[config.mk]
export PLATFORM = sky130hd
export DESIGN_NAME = ps2_kbd_frame_rx
export DESIGN_NICKNAME = d
export VERILOG_FILES = /design/src/rtl/ps2_kbd_frame_rx.sv
export SDC_FILE = /design/constraint.sdc
export NUM_CORES = 1
export LEC_CHECK = 0
export BUFFER_PORTS_ARGS = -buffer_cell sky130_fd_sc_hd__buf_2
export CELL_PAD_IN_SITES_DETAIL_PLACEMENT = 0
export CELL_PAD_IN_SITES_GLOBAL_PLACEMENT = 2
export CORE_UTILIZATION = 44
export CTS_BUF_LIST = sky130_fd_sc_hd__clkbuf_16
export DETAILED_ROUTE_END_ITERATION = 7
export GPL_TIMING_DRIVEN = 0
export PLACE_DENSITY = 0.81
export SLEW_MARGIN = 10
export SYNTH_ARGS = -nofsm -noshare
export SYNTH_HDL_FRONTEND = slang
export SYNTH_SLANG_ARGS = --single-unit
[constraint.sdc]
create_clock -name clk_sys -period 7.6 [get_ports clk_sys]
set_clock_uncertainty 0.05 [all_clocks]
set_input_delay 1.14 -clock clk_sys [delete_from_list [all_inputs] [get_ports clk_sys]]
set_output_delay 1.14 -clock clk_sys [all_outputs]
set_load 0.03 [all_outputs]
[src/rtl/ps2_kbd_frame_rx.sv]
// ps2_kbd_frame_rx
//   Receives raw PS/2 keyboard clock/data, filters them, deframes 11-bit
//   frames (start, 8 data LSB first, odd parity, stop) and queues good
//   scancodes in a small first-word-fall-through FIFO. The FIFO is read
//   over a valid/ready handshake.
//
// Ports
//   clk_sys     system clock, every register lives in this domain
//   rst_n       asynchronous active-low reset
//   ps2_clk     raw PS/2 clock (idle high, asynchronous)
//   ps2_data    raw PS/2 data  (idle high, asynchronous)
//   code_data   scancode at the FIFO head (0 while empty)
//   code_valid  FIFO holds at least one scancode
//   code_ready  consumer takes the head when high together with code_valid
//   frame_err   one-cycle pulse on start/parity/stop/timeout error
//   overflow    one-cycle pulse when a good byte is dropped on a full FIFO
//   fifo_level  number of queued scancodes, 0..FIFO_DEPTH
module ps2_kbd_frame_rx #(
  parameter int CLK_HZ     = 100000000,
  parameter int FILTER_LEN = 8,
  parameter int TIMEOUT_US = 200,
  parameter int FIFO_DEPTH = 8
) (
  input  logic                          clk_sys,
  input  logic                          rst_n,
  input  logic                          ps2_clk,
  input  logic                          ps2_data,
  output logic [7:0]                    code_data,
  output logic                          code_valid,
  input  logic                          code_ready,
  output logic                          frame_err,
  output logic                          overflow,
  output logic [$clog2(FIFO_DEPTH):0]   fifo_level
);

  localparam int TIMEOUT_CYC = CLK_HZ / 1000000 * TIMEOUT_US;
  localparam int FCW         = $clog2(FILTER_LEN);
  localparam int TCW         = $clog2(TIMEOUT_CYC + 1);
  localparam int AW          = $clog2(FIFO_DEPTH);

  typedef enum logic [1:0] {
    ST_IDLE,
    ST_DATA,
    ST_PARITY,
    ST_STOP
  } state_t;

  logic [1:0]     clk_sync;
  logic [1:0]     data_sync;
  logic           data_s;
  logic           filt_clk;
  logic [FCW-1:0] filt_cnt;
  logic           fe;

  state_t         state_q;
  state_t         state_d;
  logic [2:0]     bit_cnt;
  logic [7:0]     shift_q;
  logic           par_q;
  logic [TCW-1:0] to_cnt;
  logic           timeout_hit;
  logic           err_d;
  logic           push;

  logic [7:0]     mem [FIFO_DEPTH];
  logic [AW-1:0]  wr_ptr;
  logic [AW-1:0]  rd_ptr;
  logic [AW:0]    count;
  logic           full;
  logic           pop;
  logic           do_push;
  logic           overflow_d;

  assign data_s = data_sync[1];

  // Two-flop synchronisers; reset to the PS/2 idle level so that release
  // from reset never looks like a falling clock edge.
  always_ff @(posedge clk_sys or negedge rst_n) begin
    if (!rst_n) begin
      clk_sync  <= 2'b11;
      data_sync <= 2'b11;
    end else begin
      clk_sync  <= {clk_sync[0], ps2_clk};
      data_sync <= {data_sync[0], ps2_data};
    end
  end

  // Glitch filter: the filtered clock only follows the synced clock once the
  // new level has been seen on FILTER_LEN consecutive samples. Any sample
  // equal to the current filtered level restarts the run. fe is a one-cycle
  // strobe issued when the filtered clock drops from 1 to 0.
  always_ff @(posedge clk_sys or negedge rst_n) begin
    if (!rst_n) begin
      filt_clk <= 1'b1;
      filt_cnt <= '0;
      fe       <= 1'b0;
    end else begin
      fe <= 1'b0;
      if (clk_sync[1] == filt_clk) begin
        filt_cnt <= '0;
      end else if (filt_cnt == FCW'(FILTER_LEN - 1)) begin
        filt_clk <= clk_sync[1];
        filt_cnt <= '0;
        fe       <= filt_clk;
      end else begin
        filt_cnt <= filt_cnt + 1'b1;
      end
    end
  end

  // Inter-edge watchdog: cleared by every falling edge, idle in ST_IDLE,
  // saturates at the limit so a stuck bus cannot wrap it.
  always_ff @(posedge clk_sys or negedge rst_n) begin
    if (!rst_n) begin
      to_cnt <= '0;
    end else if (fe || state_q == ST_IDLE) begin
      to_cnt <= '0;
    end else if (to_cnt != TCW'(TIMEOUT_CYC)) begin
      to_cnt <= to_cnt + 1'b1;
    end
  end

  assign timeout_hit = (state_q != ST_IDLE) && (to_cnt == TCW'(TIMEOUT_CYC));

  always_ff @(posedge clk_sys or negedge rst_n) begin
    if (!rst_n) begin
      state_q <= ST_IDLE;
    end else begin
      state_q <= state_d;
    end
  end

  // Frame sequencer. A timeout wins over a coincident edge so that a frame
  // that has already exceeded its gap budget is always discarded.
  always_comb begin
    state_d = state_q;
    err_d   = 1'b0;
    push    = 1'b0;
    if (timeout_hit) begin
      state_d = ST_IDLE;
      err_d   = 1'b1;
    end else if (fe) begin
      case (state_q)
        ST_IDLE: begin
          if (!data_s) begin
            state_d = ST_DATA;
          end else begin
            err_d = 1'b1;
          end
        end
        ST_DATA: begin
          if (bit_cnt == 3'd7) begin
            state_d = ST_PARITY;
          end
        end
        ST_PARITY: begin
          state_d = ST_STOP;
        end
        ST_STOP: begin
          state_d = ST_IDLE;
          if (data_s && (^{shift_q, par_q})) begin
            push = 1'b1;
          end else begin
            err_d = 1'b1;
          end
        end
        default: begin
          state_d = ST_IDLE;
        end
      endcase
    end
  end

  // Bit collection: data arrives LSB first, so shift in from the top.
  always_ff @(posedge clk_sys or negedge rst_n) begin
    if (!rst_n) begin
      bit_cnt <= '0;
      shift_q <= '0;
      par_q   <= 1'b0;
    end else if (fe && !timeout_hit) begin
      case (state_q)
        ST_IDLE: begin
          bit_cnt <= '0;
        end
        ST_DATA: begin
          shift_q <= {data_s, shift_q[7:1]};
          bit_cnt <= bit_cnt + 3'd1;
        end
        ST_PARITY: begin
          par_q <= data_s;
        end
        default: begin
        end
      endcase
    end
  end

  assign full       = (count == (AW + 1)'(FIFO_DEPTH));
  assign code_valid = (count != '0);
  assign pop        = code_valid && code_ready;
  // A full FIFO still accepts a byte when the head leaves in the same cycle.
  assign do_push    = push && (!full || pop);
  assign overflow_d = push && full && !pop;
  assign code_data  = code_valid ? mem[rd_ptr] : 8'h00;
  assign fifo_level = count;

  // Storage needs no reset; the head is masked to zero while empty.
  always_ff @(posedge clk_sys) begin
    if (do_push) begin
      mem[wr_ptr] <= shift_q;
    end
  end

  // Pointers rely on the power-of-two depth to wrap naturally.
  always_ff @(posedge clk_sys or negedge rst_n) begin
    if (!rst_n) begin
      wr_ptr    <= '0;
      rd_ptr    <= '0;
      count     <= '0;
      frame_err <= 1'b0;
      overflow  <= 1'b0;
    end else begin
      frame_err <= err_d;
      overflow  <= overflow_d;
      if (do_push) begin
        wr_ptr <= wr_ptr + 1'b1;
      end
      if (pop) begin
        rd_ptr <= rd_ptr + 1'b1;
      end
      case ({do_push, pop})
        2'b10:   count <= count + 1'b1;
        2'b01:   count <= count - 1'b1;
        default: count <= count;
      endcase
    end
  end

endmodule
==> results.md <==
- Root Driver: clkbuf_16
- Share of cells above drive strength 1: 0.265
- RePlAce Congestion: 0.732
- First-pass GRT wire length: around 14 mm
- Core area: 10900 µm²
- Max incr delay on CP: roughly 0.57 ns
- CTS tree: built
- Initial DRC count: 75
- DP Cell Count: 481
- Slew @ Worst Pin: 1.08 ns
- Post-Route WL: 8.36 mm
- Total CTS buffers: 17
- Worst slew margin: 0.281
- RSZ-0062 raised after global routing: no
- EDFF count, synth: 64
- Crit path max-delay family: buffers and inverters
- Vias/cell: 5.09
- Post-CTS Setup Bufs: 0
- Synthesized area: 4950 µm²
- Clock latency on the worst-skew pair: about 0.40 ns
- Cell Chain, Critical Path: clkbuf_1 -> buf_2 -> mux4_2 -> mux2i_1 -> nor2_1 -> buf_2
- Fin nets: 381
- Most area-consuming cells after synthesis: edfxtp_1 39%, dfrtp_1 23%, mux4_2 7.3%, ha_1 3.8%, dfstp_2 2.7%
- Hold Buf Count CTS: 0
- Syn avg cell area: approximately 15 µm²
- DIE WIDTH: 108 µm
- Setup_tns: 0 ns
- Critical path's slowest cell: mux4_2
- Lkg Pwr: 2.31 nW
- # DRC: 0
- # rows: 38
- Hpwl dp: 5.71 mm
- Aggregate global-route resource usage: 0.165
- CP Max Fanout: 10
- Area Growth Syn to Fin: 18.3%
- Syn Nets: 341
- Setup crit end kind: output port
- Most frequent cells in the layout: 64 x edfxtp_1, 45 x dfrtp_1, 27 x nor2_1
- Register Area: 3180 µm²
- Via count: 2609
- Die Ht: 108 µm
- Post-CTS Resized: 0
- Final-report setup violation count: 0
- Antenna viol nets, final: 0
- Initial core utilization: 0.454
- Wire per inst: 16.3 µm
- Fillers: ~930
- Num ports: 20
- Antenna cell count: 0
- Grt ovf: 0
- Main synth FF type: edfxtp_1
- IO Port Bufs: 19
- Finished Layout Cells: roughly 500
- CP Launch Type: flop
- Fmax achieved: 255 MHz
- Data required, critical path: 6.41 ns
- CTS clk-pin slew, worst paths: approximately 0.060 ns
- CP most frequent cell: buf_2
- Sequential-to-total area share from yosys stat: 0.643
- Post-synth top area share: 0.389
- Most common cell after layout, fill and taps aside: edfxtp_1
- Crit path kind: reg2out
- Total die area: about 12000 µm²
- YS warnings: 0
- Hold Path Class: reg2reg
- Fin Hold WS: 0.307 ns
- CTS H-tree lvls: 4
- Power per cell area: about 350 nW/µm²
- Largest net degree at the start of global routing: 51
- FF+latch count, synth: ~110
- Antenna violations before repair: 0
- Netlist cell types: between 40 and 50
- Buf/Inv on CP: 3
- Fin. Hold Viols: 0
- CTS max path bufs: 2
- Worst VDD drop: 0.180 mV
- Clock sink total: 114
- MaxCap Viol Count: 0
- Final min period: between 3 and 4 ns
- Drt first pass iters: 4
- Final number of max-transition violations: 0
- Crit path DAT: 2.73 ns
- Status: complete, no violations
- Vias in the first global route: roughly 2700
- Area leader, netlist: edfxtp_1
- Async set-reset flop share out of synthesis: 0.439
- Tcrit/Tclk final: 0.516
- Area of the multi-input gates: roughly 1700 µm²
- Mapped Cells: 320
==> final cells by class <==
type,count,area share
flip-flops and latches,114,0.543
multi-input cells,184,0.290
clock buffers,17,0.0727
well taps,140,0.0299
clock inverters,15,0.0291
repair buffers,21,0.0192
inverters,13,0.00834
plain buffers,9,0.00727
==> state kept, by name, summed over array words and instances (netlist names), 2 cells and up <==
| name | count |
|---|---|
| state_q | 2 |
| mem | 64 |
| wr_ptr | 3 |
| shift_q | 8 |
| rd_ptr | 3 |
| fifo_level | 4 |
| filt_cnt | 3 |
| data_sync | 2 |
| bit_cnt | 3 |
| clk_sync | 2 |
| to_cnt | 15 |
==> cell usage after synthesis, types with 2 or more instances <==
cell,number
edfxtp_1,64
dfrtp_1,45
nor2_1,27
mux4_2,16
nand2_1,16
ha_1,15
xnor2_1,14
inv_1,13
mux2_2,11
xor2_1,11
mux2i_1,10
nand3_1,6
a21oi_1,5
clkbuf_1,5
dfstp_2,5
nor3_1,5
nor4_1,4
o21ai_0,4
a21o_1,3
a32o_1,2
and2_1,2
and3_1,2
buf_1,2
nand3b_1,2
nand4_1,2
nor3b_1,2
nor4b_2,2
nor4b_4,2
or3_1,2
or4_1,2
==> per-stage QoR <==
step / cell area (µm²) / utilization / setup WS [ns] / total power (W)
6_report: 5850 / 0.537 / 3.68 / 0.00206
3_3_place_gp: 5220 / 0.479 / 3.51 / 0.00129
2_1_floorplan: 4950 / - / 4.41 / 0.00116
4_1_cts: 5840 / 0.537 / 3.57 / 0.00208
3_5_place_dp: 5250 / 0.482 / 3.95 / 0.00130
5_1_grt: 5850 / 0.537 / 3.42 / 0.00216
==> logic make-up (layout without fill, tap and decap cells) <==
kind of cell,after synthesis,count (layout),synth area share
flops,114,114,0.643
compound gates,19,19,0.0283
mux,38,38,0.120
buf+inv,22,75,0.0185
simple gates,85,85,0.0992
fa+ha+maj,16,16,0.0420
xor+xnor,26,26,0.0488
==> routing by layer <==
layer / vias up / GRT usage / wire, µm
met1: 1298 / 0.204 / 3770
li1: 1266 / - / -
met2: 37 / 0.272 / 4210
met5: - / 0 / 0
met4: 0 / 0.0528 / 85
met3: 8 / 0.0561 / 287
==> report_power, final <==
group | internal, W | switching (W)
clock network | 0.000512 | 0.000270
logic | 0.000241 | 0.000326
registers | 0.000682 | 0.0000253
==> worst paths after layout <==
check | depth (start not counted) | slack [ns] | startpoint | to
min in group asynchronous | 1 | 0.71 | rst_n | fifo_level[3]$_DFFE_PN0P_
hold / removal | 0 | 0.31 | data_sync[0]$_DFF_PN1_ | data_sync[1]$_DFF_PN1_
setup / recovery | 6 | 3.68 | rd_ptr[0]$_DFFE_PN0P_ | code_data[3]
hold reg to reg | 0 | 0.31 | data_sync[0]$_DFF_PN1_ | data_sync[1]$_DFF_PN1_
setup reg to reg | 6 | 4.12 | shift_q[1]$_DFFE_PN0P_ | mem[5][6]$_DFFE_PP_
max in group asynchronous | 1 | 6.34 | rst_n | filt_cnt[0]$_DFF_PN0_
No activity file was read; power rests on OpenSTA's default activity.
